### config.mk
export PLATFORM = sky130hd
export DESIGN_NAME = wpn_melee_ctrl
export DESIGN_NICKNAME = d
export VERILOG_FILES = /design/src/rtl/wpn_pkg.sv /design/src/rtl/wpn_click_sync.sv /design/src/rtl/wpn_melee_ctrl.sv
export SDC_FILE = /design/constraint.sdc
export NUM_CORES = 1
export LEC_CHECK = 0
export CAP_MARGIN = 10
export CORE_MARGIN = 2
export CORE_UTILIZATION = 40
export DETAILED_ROUTE_END_ITERATION = 16
export GPL_ROUTABILITY_DRIVEN = 1
export RECOVER_POWER = 25
export SETUP_SLACK_MARGIN = 0.05
export SLEW_MARGIN = 20
export SYNTH_ARGS = -nofsm -noshare
export SYNTH_HDL_FRONTEND = slang
export SYNTH_SLANG_ARGS = --single-unit
export TNS_END_PERCENT = 10
### constraint.sdc
create_clock -name clk -period 3.4 [get_ports clk]
set_clock_uncertainty 0.2 [all_clocks]
set_input_delay 1.02 -clock clk [delete_from_list [all_inputs] [get_ports clk]]
set_output_delay 1.02 -clock clk [all_outputs]
set_load 0.01 [all_outputs]
### src/rtl/wpn_pkg.sv
// Shared types, default tuning values and 12-bit saturating arithmetic
// for the weapon controllers.
package wpn_pkg;

  typedef enum logic [1:0] {
    IDLE       = 2'd0,
    SWING_FWD  = 2'd1,
    SWING_BACK = 2'd2,
    COOLDOWN   = 2'd3
  } melee_state_t;

  localparam int SWING_STEPS_DEF     = 10;
  localparam int STEP_PX_DEF         = 2;
  localparam int OFFSET_X_DEF        = 20;
  localparam int OFFSET_Y_DEF        = 4;
  localparam int COOLDOWN_FRAMES_DEF = 8;

  // Both helpers widen to 13 bits so the carry/borrow shows up as bit 12.
  function automatic logic [11:0] sat_add12(input logic [11:0] a, input logic [11:0] b);
    logic [12:0] sum;
    sum = {1'b0, a} + {1'b0, b};
    return sum[12] ? 12'hFFF : sum[11:0];
  endfunction

  function automatic logic [11:0] sat_sub12(input logic [11:0] a, input logic [11:0] b);
    logic [12:0] diff;
    diff = {1'b0, a} - {1'b0, b};
    return diff[12] ? 12'h000 : diff[11:0];
  endfunction

endpackage

### src/rtl/wpn_click_sync.sv
// Two-flop synchronizer for an asynchronous button followed by a registered
// rising-edge pulse; shared by the melee and ranged weapon controllers.
module wpn_click_sync (
  input  logic clk,
  input  logic rst,
  input  logic btn_i,
  output logic click_o
);

  logic sync1_q;
  logic sync2_q;
  logic prev_q;
  logic click_q;

  // Button edge becomes a single-cycle pulse three clocks after it happens.
  always_ff @(posedge clk or negedge rst) begin
    if (!rst) begin
      sync1_q <= 1'b0;
      sync2_q <= 1'b0;
      prev_q  <= 1'b0;
      click_q <= 1'b0;
    end else begin
      sync1_q <= btn_i;
      sync2_q <= sync1_q;
      prev_q  <= sync2_q;
      click_q <= sync2_q & ~prev_q;
    end
  end

  assign click_o = click_q;

endmodule

### src/rtl/wpn_melee_ctrl.sv
// Melee swing controller: turns clicks into a frame-paced forward/back swing
// and drives the weapon anchor, facing and visibility of the draw stage.
module wpn_melee_ctrl
  import wpn_pkg::*;
#(
  parameter int SWING_STEPS     = SWING_STEPS_DEF,
  parameter int STEP_PX         = STEP_PX_DEF,
  parameter int OFFSET_X        = OFFSET_X_DEF,
  parameter int OFFSET_Y        = OFFSET_Y_DEF,
  parameter int COOLDOWN_FRAMES = COOLDOWN_FRAMES_DEF
) (
  input  logic        clk,
  input  logic        rst,
  input  logic        frame_tick,
  input  logic        mouse_left,
  input  logic [11:0] mouse_x,
  input  logic [11:0] char_x,
  input  logic [11:0] char_y,
  output logic [11:0] pos_x_wpn_offset,
  output logic [11:0] pos_y_wpn_offset,
  output logic        mouse_clicked,
  output logic        flip_h,
  output logic        hit_strobe,
  output logic        busy
);

  localparam logic [7:0]  SWING_LAST = 8'(SWING_STEPS - 1);
  localparam logic [7:0]  CD_LAST    = (COOLDOWN_FRAMES > 0) ? 8'(COOLDOWN_FRAMES - 1) : 8'd0;
  localparam logic [11:0] STEP12     = 12'(STEP_PX);
  localparam logic [11:0] OFFX12     = 12'(OFFSET_X);
  localparam logic [11:0] OFFY12     = 12'(OFFSET_Y);

  logic         click;
  logic         flip_live;
  logic         eff_flip;

  melee_state_t state_q;
  logic [7:0]   cnt_q;
  logic [11:0]  anim_q;
  logic         pending_q;
  logic         flip_q;
  logic         hit_q;

  logic [11:0]  pos_x_q;
  logic [11:0]  pos_y_q;
  logic         clicked_q;
  logic         flip_h_q;
  logic         hit_strobe_q;
  logic         busy_q;

  wpn_click_sync u_click_sync (
    .clk     (clk),
    .rst     (rst),
    .btn_i   (mouse_left),
    .click_o (click)
  );

  assign flip_live = (mouse_x < char_x);
  assign eff_flip  = (state_q == IDLE) ? flip_live : flip_q;

  // Facing and the request buffer run every clock; the swing itself only
  // moves on frame ticks so its speed is independent of the pixel clock.
  always_ff @(posedge clk or negedge rst) begin
    if (!rst) begin
      state_q   <= IDLE;
      cnt_q     <= 8'd0;
      anim_q    <= 12'd0;
      pending_q <= 1'b0;
      flip_q    <= 1'b0;
      hit_q     <= 1'b0;
    end else begin
      hit_q <= 1'b0;

      if (state_q == IDLE) begin
        flip_q <= flip_live;
      end

      if ((state_q == IDLE) && frame_tick && (pending_q || click)) begin
        pending_q <= 1'b0;
      end else if (click && (state_q != SWING_FWD)) begin
        pending_q <= 1'b1;
      end

      if (frame_tick) begin
        case (state_q)
          IDLE: begin
            if (pending_q || click) begin
              state_q <= SWING_FWD;
              cnt_q   <= 8'd0;
              anim_q  <= 12'd0;
            end
          end
          SWING_FWD: begin
            anim_q <= anim_q + STEP12;
            if (cnt_q == SWING_LAST) begin
              state_q <= SWING_BACK;
              cnt_q   <= 8'd0;
              hit_q   <= 1'b1;
            end else begin
              cnt_q <= cnt_q + 8'd1;
            end
          end
          SWING_BACK: begin
            if (cnt_q == SWING_LAST) begin
              anim_q  <= 12'd0;
              cnt_q   <= 8'd0;
              state_q <= (COOLDOWN_FRAMES == 0) ? IDLE : COOLDOWN;
            end else begin
              anim_q <= (anim_q > STEP12) ? (anim_q - STEP12) : 12'd0;
              cnt_q  <= cnt_q + 8'd1;
            end
          end
          COOLDOWN: begin
            if (cnt_q == CD_LAST) begin
              state_q <= IDLE;
              cnt_q   <= 8'd0;
            end else begin
              cnt_q <= cnt_q + 8'd1;
            end
          end
          default: state_q <= IDLE;
        endcase
      end
    end
  end

  // Positions follow the character in every state; visibility is gated
  // separately by mouse_clicked.
  always_ff @(posedge clk or negedge rst) begin
    if (!rst) begin
      pos_x_q      <= 12'd0;
      pos_y_q      <= 12'd0;
      clicked_q    <= 1'b0;
      flip_h_q     <= 1'b0;
      hit_strobe_q <= 1'b0;
      busy_q       <= 1'b0;
    end else begin
      pos_x_q      <= eff_flip ? sat_sub12(sat_sub12(char_x, OFFX12), anim_q)
                               : sat_add12(sat_add12(char_x, OFFX12), anim_q);
      pos_y_q      <= sat_add12(char_y, OFFY12);
      clicked_q    <= (state_q == SWING_FWD) || (state_q == SWING_BACK);
      flip_h_q     <= eff_flip;
      hit_strobe_q <= hit_q;
      busy_q       <= (state_q != IDLE);
    end
  end

  assign pos_x_wpn_offset = pos_x_q;
  assign pos_y_wpn_offset = pos_y_q;
  assign mouse_clicked    = clicked_q;
  assign flip_h           = flip_h_q;
  assign hit_strobe       = hit_strobe_q;
  assign busy             = busy_q;

endmodule

# Yosys cells after proc, flatten, opt, wreduce, memory -nomap -nowiden
# Index checks and enable logic that the tools add are counted.
# op_classes
n_addsub,8
n_mul,0
n_div,0
magnitude_cmp,2
n_eq_ne,10
n_shift,0
n_mux,25
bitwise_logic,2
reduce_logical,13
# ops
operator,n
12-bit 2-to-1 mux,9
12-bit case mux with 3 select lines,1
8-bit 2-to-1 mux,3
8-bit case mux with 3 select lines,1
12-bit by 12-bit adder with 13-bit output,1
12-bit by 3-bit adder with 13-bit output (second input constant),1
12-bit by 5-bit adder with 13-bit output (second input constant),1
12-bit by 12-bit subtractor with 13-bit output,1
12-bit by 5-bit subtractor with 13-bit output (second input constant),1
12-bit by 2-bit adder with 12-bit output (second input constant),1
12-bit by 2-bit > comparator with 1-bit output (second input constant),1
12-bit < comparator,1
12-bit by 2-bit subtractor with 12-bit output (second input constant),1
8-bit by 1-bit adder with 8-bit output (second input constant),1
8-bit by 3-bit == test with 1-bit output (second input constant),1
8-bit by 4-bit == test with 1-bit output (second input constant),1
2-bit 2-to-1 mux,4
2-bit case mux with 4 select lines,1
1-bit 2-to-1 mux,6
2-bit inequality test (second input constant),3
5-bit AND reduction,1
2-bit == test (second input constant),2
2-bit by 1-bit inequality test with 1-bit output (second input constant),2
2-bit nonzero test,2
other kinds (10),13
# totals
ff_bits,56
latch_bits,0
ramBits,0
romBits,0
output_inout_bits,28
mem_count,0

# Longest topological paths before layout
# Gate-level depths: netlist of run 1.
# logic_depth
depth_word,5
depth_mapped,15
mapped_depth_nobuf,14

# By module
# From an unflattened synthesis of run 1, not the netlist that was laid out.
# hier_totals
hier_cells,541
area_unflattened_um2,4461.8
# modules_own_cells
mod,instances,cells_each,area_per_inst_um2
wpn_melee_ctrl,1,536,4347.9
wpn_click_sync,1,5,113.9

# Worst setup path after synthesis of run 1
# Ideal clock, no wire load.
# synth_timing
path_type,input to register
start,input port char_x[4]
end,"register pos_x_q[11], in the netlist pos_x_wpn_offset[11]"
arrival_time_ns,3.849
required_time_ns,3.072
setup_slack_ns,-0.777
path_stages,14
path_buffers,2
cell_sequence,clkbuf_1 > nor2b_1 > or4_1 > nor2_1 > and2_1 > clkbuf_1 > nor2_1 > fa_1 > a211oi_1 > o211ai_1 > o21ai_0 > o21ai_1 > a21bo_2 > o22ai_1
# synth_via
elab_chain_len,5
# synth_lines
element,line,rtl
start: declaration,wpn_melee_ctrl.sv:17,"input logic [11:0] char_x,"
12-bit by 5-bit adder with 13-bit output / 12-bit by 5-bit subtractor with 13-bit output (equally long branches),"wpn_pkg.sv:21, wpn_pkg.sv:27",
"12-bit 2-to-1 mux, on equally long branches","wpn_pkg.sv:22, wpn_pkg.sv:28",
12-bit by 12-bit adder with 13-bit output / 12-bit by 12-bit subtractor with 13-bit output (equally long branches),"wpn_pkg.sv:21, wpn_pkg.sv:27",
"12-bit 2-to-1 mux, on equally long branches","wpn_pkg.sv:22, wpn_pkg.sv:28",
12-bit 2-to-1 mux *,wpn_melee_ctrl.sv:138,"pos_x_q <= eff_flip ? sat_sub12(sat_sub12(char_x, OFFX12), anim_q)"
end signal: assignment,wpn_melee_ctrl.sv:138,
end: declaration,wpn_melee_ctrl.sv:44,logic [11:0] pos_x_q;
# Every way passes the cells marked *; elsewhere a longest branch is shown, timed or not.
# A chain may end at the register's enable or synchronous reset.

# Worst setup path in the final report of run 1
# layout_timing
start,input port char_x[2]
end,"register pos_x_q[11], in the netlist pos_x_wpn_offset[11]"
# The elaborated chain is that of the path after synthesis.

==> results of run 1 <==
logic make-up after synthesis:
kind of cell	count (synthesis)	synth area share, %
muxes	8	1.84
adders and majority gates	47	13.4
other	1	0.0835
DFF	55	30.6
xor gates and xnor gates	37	7.21
and+or+nand+nor	187	20.6
buffers and inverters	52	4.65
AOI/OAI and AO/OA	142	21.6
sequential cells by signal, summed over array words and instances, names as in the netlist, 2 cells and up:
name,count
state_q,2
pos_y_wpn_offset,12
cnt_q,8
pos_x_wpn_offset,12
anim_q,11
repair_timing:
action                                  4_1_cts  5_1_grt
setup buffers                                17        1
resized for setup                            83        9
gates cloned                                  1        0
endpoints found under the setup margin       13       13
pin swaps                                    33        8
per-stage QoR:
step                      utilization (%)  cells  TNS [ns]
after floorplan                         -    530     -3.97
after global placement               55.3    818    -12.93
after detailed placement             55.3    818    -14.34
after CTS                            59.5    843     -2.08
after global routing                 60.0    844     -3.80
final                                60.0    844     -2.19
power by group:
group | internal [mW] | switching [mW]
Clock | 0.149 | 0.233
Combinational | 1.61 | 1.65
Sequential | 0.844 | 0.199
per-layer routing:
layer  vias to the layer above  wire, um  global-route usage [%]  share of wire, %
met2                       122      7100                    44.4                52
met3                        22       616                    3.53               4.5
met5                         -         0                       0                 0
li1                       2261         -                       -                 -
met1                      2157      5640                    27.1                41
met4                         0       337                    8.50               2.5
worst paths after layout:
kind | end | slack, ns | depth (start not counted)
worst max-delay path | pos_x_wpn_offset[11] | -0.27 | 16
worst min-delay path | u_click_sync.sync2_q | 0.16 | 0
worst max register to register | anim_q[6] | 0.53 | 6
worst min register to register | u_click_sync.sync2_q | 0.16 | 0
max in group asynchronous | anim_q[4] | 0.84 | 2
min in group asynchronous | anim_q[7] | 0.82 | 1
cell usage after synthesis, types with 3 or more instances:
master,n
nor2_1,42
or4_1,3
o21ai_0,30
or3_1,6
nor2b_1,6
a32oi_1,3
nand2b_1,10
and3_1,10
o31ai_1,8
a22oi_1,8
a211oi_1,5
o21a_1,6
o22ai_1,4
a31oi_1,9
mux2i_1,6
nand4_1,11
nand3_1,15
xor2_1,14
dfrtp_1,55
inv_1,35
xnor2_1,23
o2bb2ai_1,8
ha_1,45
a21o_1,8
a21oi_1,30
o211ai_1,5
clkbuf_1,11
and2_1,3
nand2_1,48
nor3_1,23
area by class of cell:
type / count / area share (%)
multi-input combinational: 423 / 49.2
clock inverter: 2 / 0.249
inverter: 36 / 2.11
tap: 140 / 2.68
timing repair buffer: 182 / 23.6
sequential: 55 / 21.1
clock buffer: 6 / 1.11
cells in the final DEF (no fill, tap or decap), types with 4 or more instances in the layout:
| master | count |
|---|---|
| o31ai_1 | 7 |
| nand4_1 | 11 |
| and3_1 | 10 |
| o211ai_1 | 5 |
| o2bb2ai_1 | 7 |
| ha_4 | 4 |
| o22ai_1 | 4 |
| nor2b_1 | 5 |
| o21a_1 | 6 |
| xor2_1 | 14 |
| mux2i_1 | 6 |
| clkbuf_8 | 5 |
| xnor2_1 | 23 |
| nand2b_1 | 9 |
| a21oi_2 | 6 |
| o21ai_0 | 26 |
| nand3_1 | 15 |
| ha_1 | 41 |
| or3_1 | 5 |
| o21ai_2 | 4 |
| a21o_1 | 8 |
| dfrtp_1 | 55 |
| nor2_1 | 38 |
| a22oi_2 | 5 |
| a31oi_1 | 8 |
| buf_4 | 107 |
| a21oi_1 | 24 |
| buf_6 | 8 |
| clkdlybuf4s50_1 | 57 |
| nor3_2 | 6 |
| nand2_1 | 45 |
| nor3_1 | 17 |
| inv_1 | 33 |
==> flow_metrics.tcl, run 1 <==
set metrics [dict create \
    status "complete, but fails checks" \
    violations "negative setup slack" \
    clk_pin_slew_ns 0.10 \
    max_cap_violations 0 \
    cpPeakStageDelay_ns 0.44 \
    seq_area_frac_synth_pct 30.6 \
    cts-buffers-inserted 5 \
    avgViaCountPerCell 5.41 \
    synth_area_leaders "dfrtp_1, ha_1, xnor2_1" \
    register_area_um2 1380 \
    nets 790 \
    fin_area_um2 6540 \
    yosys_most_used_dff "dfrtp_1" \
    critical_path.startpoint "char_x[2]" \
    path_delay_family "compound AO/OA/AOI/OAI gates" \
    worst_pin_slew_ns 1.48 \
    setup_viol 12 \
    worstPathCellList "buf_6, inv_2, ha_4, nor2b_4, or4_4, nor2_4, and2_4, nor3_1, ha_1, o21ai_2, o211ai_1, o21ai_2, o21ai_2, buf_6, a21bo_2, o22ai_1" \
    multi_input_area_um2 3210 \
    root_buffer "clkbuf_8" \
    synth-seq-cells 55 \
    wire_per_inst_um 16.2 \
    worst_slack_ns -0.271 \
    synth_edf_count 0 \
    max_freq_mhz 272 \
    tritoncts "built" \
    io_pins 68 \
    hold_buffers 0 \
    synth.distinct_cells 61 \
    first_global_vias 4714 \
    arrival_ns 3.73 \
    worstReg2RegStart "anim_q[7]" \
    drv_slew 0 \
    cpMostUsedCell "o21ai_2" \
    min_period_over_period_pct 108 \
    startpoint_type "input port" \
    drt_first_pass_iters 4 \
    insertion_delay_ns 0.33 \
    grt.total_usage_pct 23.7 \
    grt_overflow 0 \
    start_util_pct 41.3 \
    antenna_found_initial 0 \
    ir_drop_mv 0.358 \
    htreeDepth 2 \
    powerDensity_nw_per_um2 716 \
    critPathMaxFanout 7 \
    finalHoldViolCount 0 \
    syn_inst 529 \
    place_hpwl_mm 10.6 \
    dieHeight_um 110 \
    yosysTopAreaCellShare_pct 30.6 \
    syn_avg_cell_area_um2 8.49 \
    critPathBufInv 3 \
    pre_cts_ws_ns -1.21 \
    vias 4562 \
    grt_start_max_net_pins 26 \
    synth.largest_area_cell "dfrtp_1" \
    drc 0 \
    p_leak_nw 2.95 \
    path_class "in2reg" \
    total_power_mw 4.68 \
    hold_ws_ns 0.156 \
    grt_setup_unrepaired "yes" \
    initialDrtViolationCount 119 \
    cts_sinks 55 \
    maxSlewHeadroom_pct 1.57 \
    fill_cells 958 \
    period_needed_ns 3.67 \
    critPathCaptureType "flop" \
    ant_nets 0 \
    min_from "u_click_sync.sync1_q" \
    core-area_um2 10900 \
    critPathSlowestCell "or4_4" \
    drive_gt1_share_pct 27.0 \
    die_width_um 110 \
    synth_async_sr_flop_share_pct 100 \
    clockBufferDepth 2 \
    cp.required_ns 3.46 \
    ys_warn_count 0 \
    gp_congestion 0.866 \
    die_area_um2 12100 \
    place_area_um2 6020 \
    synth_area_um2 4490 \
    diodes 0 \
    grt_pass1_wl_mm 22.1 \
    rows 38 \
    hold_class "reg2reg" \
    wirelength_mm 13.7 \
    numPortBuffers 67 \
    area_growth_pct 45.5 \
]
Power figures use the tool's default switching activity.
==> run 2: changes to the inputs <==
--- a/config.mk
+++ b/config.mk
@@ -6,6 +6,7 @@
 export NUM_CORES = 1
 export LEC_CHECK = 0
 export CAP_MARGIN = 10
+export CORE_ASPECT_RATIO = 1.4
 export CORE_MARGIN = 2
 export CORE_UTILIZATION = 40
 export DETAILED_ROUTE_END_ITERATION = 16
==> flow_metrics.tcl, run 2 (synthesis gave the netlist of run 1 again) <==
set metrics [dict create \
    power.switching_mw 2.13 \
    p_leak_nw 2.99 \
    use_met2_pct 44.5 \
    gp_congestion 0.907 \
    clk_pin_slew_ns 0.07 \
    mostFrequentLayoutCells "buf_4, clkdlybuf4s50_1, dfrtp_1" \
    finalHoldViolCount 0 \
    drive_gt1_share_pct 26.9 \
    hold_class "reg2reg" \
    max_freq_mhz 268 \
    critPathCaptureType "flop" \
    die_area_um2 12100 \
    r2r_end "pos_x_wpn_offset[10]" \
    cts_sinks 55 \
    worst_slack_ns -0.338 \
    cts-buffers-inserted 5 \
    power_frac_clock_pct 11.1 \
    power_frac_comb_pct 67.8 \
    status "complete, but fails checks" \
    p_sw_share_pct 43.9 \
    grtUsageMet1_pct 25.4 \
    worstReg2RegStart "state_q[0]" \
    drt_first_pass_iters 4 \
    dieHeight_um 129 \
    grt_start_max_net_pins 24 \
    diodes 0 \
    drc 0 \
    holdPathEnd "u_click_sync.sync2_q" \
    setup_viol 12 \
    pre_cts_ws_ns -1.30 \
    hold_buffers 0 \
    startpoint_type "input port" \
    drv_slew 0 \
    period_needed_ns 3.74 \
    grt_pass1_wl_mm 22.7 \
    ir_drop_mv 0.437 \
    area_growth_pct 46.5 \
    fin_area_um2 6580 \
    tritoncts "built" \
    grt_setup_unrepaired "yes" \
    internal_power_mw 2.73 \
    numPortBuffers 67 \
    wirelength_mm 14.1 \
    place_hpwl_mm 10.9 \
    min_period_over_period_pct 110 \
    grt_util_met3_pct 3.60 \
    mostFrequentLayoutCell "buf_4" \
    powerDensity_nw_per_um2 738 \
    root_buffer "clkbuf_16" \
    insertion_delay_ns 0.30 \
    min_from "u_click_sync.sync1_q" \
    avgViaCountPerCell 5.46 \
    grt.total_usage_pct 23.8 \
    violations "negative setup slack" \
    grt_overflow 0 \
    vias 4648 \
    grt_busiest_layer "met2" \
    initialDrtViolationCount 170 \
    cp.required_ns 3.41 \
    critPathMaxFanout 7 \
    rows 45 \
    antenna_found_initial 0 \
    reg2reg_slack_ns 0.61 \
    place_area_um2 6070 \
    r2r_cells 10 \
    nets 796 \
    htreeDepth 2 \
    maxSlewHeadroom_pct 6.16 \
    path_class "in2reg" \
    arrival_ns 3.74 \
    worst_pin_slew_ns 1.41 \
    hold-path-cell-count 0 \
    clockBufferDepth 2 \
    wire_per_inst_um 16.5 \
    start_util_pct 41.1 \
    io_pins 68 \
    die_width_um 93.6 \
    ant_nets 0 \
    core-area_um2 10900 \
    max_cap_violations 0 \
    pwr-share-seq_pct 21.1 \
    first_global_vias 4756 \
]
==> run 2: changes by cell type in the layout (fill, tap and decap cells not counted), moves of 3 or more <==
cell	delta
a22oi_2	-3
buf_4	+5
clkbuf_16	+5
a22oi_1	+3
clkbuf_8	-5
nand2_1	+3
==> run 2: per-layer routing <==
| layer | part of all wire [%] | vias to the layer above |
|---|---|---|
| met1 | 39 | 2210 |
| li1 | - | 2276 |
| met4 | 4.9 | 0 |
| met2 | 53 | 122 |
| met3 | 3.6 | 40 |
| met5 | 0 | - |
==> run 2: how the worst max path moves through the flow <==
stage                          from              endpoint  slack (ns)  depth (start not counted)
after floorplan           char_x[4]  pos_x_wpn_offset[10]       -0.43                         14
after global placement    char_x[2]   pos_x_wpn_offset[1]       -1.15                         16
after detailed placement  char_x[2]   pos_x_wpn_offset[1]       -1.30                         16
after CTS                 char_x[2]   pos_x_wpn_offset[4]       -0.32                         17
after global routing      char_x[2]   pos_x_wpn_offset[2]       -0.38                         17
final                     char_x[2]   pos_x_wpn_offset[2]       -0.34                         17
==> run 2: timing repair <==
item                                    in CTS  in global routing
setup buffers                               15                  3
endpoints found under the setup margin      13                 13
pin swaps                                   26                 10
resized for setup                           75                 11
==> run 2: stage by stage <==
stage                     cells  utilization, %  power [mW]  hold slack [ns]  setup TNS [ns]
after floorplan             530               -        2.85            0.131           -3.97
after global placement      825            55.5        4.01            0.136          -13.44
after detailed placement    825            55.5        4.06            0.138          -15.15
after CTS                   848            59.5        4.77            0.165           -3.19
after global routing        851            60.3        5.23            0.170           -4.00
final                       851            60.3        4.86            0.158           -3.39
==> run 2: power groups by stage <==
stage	Combinational [mW]	Sequential [mW]	Clock (mW)
2_1_floorplan	1.83	1.02	0
3_3_place_gp	2.98	1.03	0
3_5_place_dp	3.03	1.03	0
4_1_cts	3.20	1.02	0.553
5_1_grt	3.60	1.05	0.578
6_report	3.29	1.03	0.538
==> run 2: final cells by class <==
type                            instances  area, um2
Clock buffer                            5        125
Clock inverter                          3       22.5
Fill cell                             963       4340
Inverter                               36        138
Multi-Input combinational cell        423       3160
Sequential cell                        55       1380
Tap cell                              141        176
Timing Repair Buffer                  188       1580
==> run 2: critical path, stage by stage <==
cell and delay [ns]:
buf_6 0.10, buf_6 0.11, inv_4 0.05, ha_4 0.12, nor2b_2 0.04, or4_4 0.44, nor2_4 0.10, and2_4 0.20
nor2_1 0.05, ha_1 0.32, a211oi_2 0.09, o211ai_1 0.34, o21ai_2 0.14, o21ai_4 0.23, buf_6 0.16, nand2_1 0.06
mux2i_1 0.18
==> run 3: changes to the inputs <==
--- a/config.mk
+++ b/config.mk
@@ -8,9 +8,11 @@
 export CAP_MARGIN = 10
 export CORE_ASPECT_RATIO = 1.4
 export CORE_MARGIN = 2
-export CORE_UTILIZATION = 40
+export CORE_UTILIZATION = 45
 export DETAILED_ROUTE_END_ITERATION = 16
 export GPL_ROUTABILITY_DRIVEN = 1
+export GPL_TIMING_DRIVEN = 0
+export PLACE_DENSITY = 0.68
 export RECOVER_POWER = 25
 export SETUP_SLACK_MARGIN = 0.05
 export SLEW_MARGIN = 20
==> flow_metrics.tcl, run 3 (synthesis gave the netlist of run 1 again) <==
set metrics [dict create \
    status "complete, but fails checks" \
    violations "negative setup slack" \
    tritoncts "built" \
    power_frac_comb_pct 65.8 \
    arrival_ns 3.81 \
    root_buffer "clkbuf_16" \
    diodes 0 \
    worst_slack_ns -0.413 \
    setup_viol 12 \
    powerDensity_nw_per_um2 757 \
    start_util_pct 45.9 \
    area_growth_pct 32.9 \
    drive_gt1_share_pct 16.9 \
    first_global_vias 4329 \
    pwr-share-seq_pct 22.1 \
    drt_first_pass_iters 5 \
    die_width_um 88.4 \
    finalHoldViolCount 0 \
    cp.required_ns 3.40 \
    startpoint_type "input port" \
    avgViaCountPerCell 5.78 \
    ir_drop_mv 0.477 \
    drv_slew 0 \
    internal_power_mw 2.49 \
    cts_sinks 55 \
    rows 43 \
    initialDrtViolationCount 219 \
    cts-buffers-inserted 5 \
    clockBufferDepth 2 \
    grt_pass1_wl_mm 20.6 \
    grt_start_max_net_pins 56 \
    wire_per_inst_um 17.0 \
    grt_setup_unrepaired "yes" \
    grt.total_usage_pct 24.5 \
    vias 4406 \
    wirelength_mm 12.9 \
    numPortBuffers 63 \
    io_pins 68 \
    grt_overflow 0 \
    gp_congestion 0.922 \
    r2r_cells 10 \
    fin_area_um2 5970 \
    power_frac_clock_pct 12.1 \
    drc 0 \
    hold-path-cell-count 0 \
    place_hpwl_mm 9.27 \
    holdPathEnd "hit_strobe" \
    reg2reg_slack_ns 0.46 \
    hold_class "reg2reg" \
    power.switching_mw 2.03 \
    p_sw_share_pct 45.0 \
    critPathMaxFanout 8 \
    max_freq_mhz 262 \
    r2r_end "pos_x_wpn_offset[10]" \
    p_leak_nw 2.57 \
    htreeDepth 2 \
    path_class "in2reg" \
    stdcell_count 762 \
    die_area_um2 10800 \
    nets 713 \
    critPathCaptureType "flop" \
    min_from "hit_q" \
    hold_ws_ns 0.164 \
    mostFrequentLayoutCells "dfrtp_1, clkdlybuf4s50_1, nand2_1" \
    dp.cells 728 \
    period_needed_ns 3.81 \
    min_period_over_period_pct 112 \
    antenna_found_initial 0 \
    fill_cells 857 \
    core-area_um2 9790 \
    worst_pin_slew_ns 1.41 \
    dieHeight_um 122 \
    insertion_delay_ns 0.30 \
    max_cap_violations 0 \
    place_area_um2 5340 \
    clk_pin_slew_ns 0.08 \
    maxSlewHeadroom_pct 6.13 \
    ant_nets 0 \
    worstReg2RegStart "state_q[0]" \
]
==> run 3: power by group through the flow <==
stage / logic (mW) / registers, mW / clock network [mW]
final: 2.98 / 0.999 / 0.545
after global routing: 3.27 / 1.02 / 0.588
after CTS: 2.82 / 0.997 / 0.561
after detailed placement: 2.59 / 1.00 / 0
after global placement: 2.53 / 1.00 / 0
after floorplan: 1.83 / 1.02 / 0
==> run 3: stage by stage <==
stage	util, %	total power [mW]	setup slack, ns	setup TNS, ns
3_5_place_dp	54.5	3.60	-1.71	-20.04
6_report	61.0	4.52	-0.413	-4.19
3_3_place_gp	54.5	3.53	-1.66	-54.60
2_1_floorplan	-	2.85	-0.426	-3.97
5_1_grt	61.0	4.88	-0.475	-5.29
4_1_cts	59.7	4.38	-0.301	-3.12
==> run 3: cell type report <==
class / instances / area, um2 / area share (%)
Clock buffer: 5 / 125 / 2.10
Tap cell: 135 / 169 / 2.83
Clock inverter: 3 / 26.3 / 0.440
Sequential cell: 55 / 1380 / 23.1
Buffer: 14 / 70.1 / 1.17
Multi-Input combinational cell: 423 / 3210 / 53.8
Timing Repair Buffer: 91 / 848 / 14.2
Inverter: 36 / 145 / 2.43
==> run 3: what timing repair did <==
item | CTS | global route
resized for setup | 69 | 20
cloned | 0 | 0
hold buffers | 0 | 0
buffers inserted | 22 | 6
pin swaps | 25 | 17
endpoints found under the setup margin | 13 | 13
==> run 3: worst max path at each step <==
stage,from,endpoint,slack (ns),cells past startpoint
floorplan,char_x[4],pos_x_wpn_offset[10],-0.43,14
global placement,char_x[2],pos_x_wpn_offset[1],-1.66,14
detailed placement,char_x[2],pos_x_wpn_offset[9],-1.71,14
CTS,char_x[3],pos_x_wpn_offset[10],-0.30,15
global route,char_x[3],pos_x_wpn_offset[10],-0.48,15
finish,char_x[3],pos_x_wpn_offset[10],-0.41,15
==> run 3: metal layers <==
| layer | GRT usage, % | routed length (um) | up-vias |
|---|---|---|---|
| met4 | 11.6 | 559 | 0 |
| met5 | 0 | 0 | - |
| met3 | 3.36 | 520 | 41 |
| met1 | 26.6 | 4790 | 2120 |
| li1 | - | - | 2107 |
| met2 | 45.7 | 7050 | 138 |
==> run 3: worst max-delay path: stages <==
cell and delay, ns:
buf_8 0.10, inv_4 0.06, ha_4 0.15, nor2b_4 0.04, or4_4 0.56, nor2_4 0.11
and2_4 0.24, nor2_4 0.07, fa_2 0.36, a211oi_2 0.23, o211ai_1 0.20, o2111ai_2 0.13
and3_4 0.22, nor3_2 0.05, mux2_4 0.25
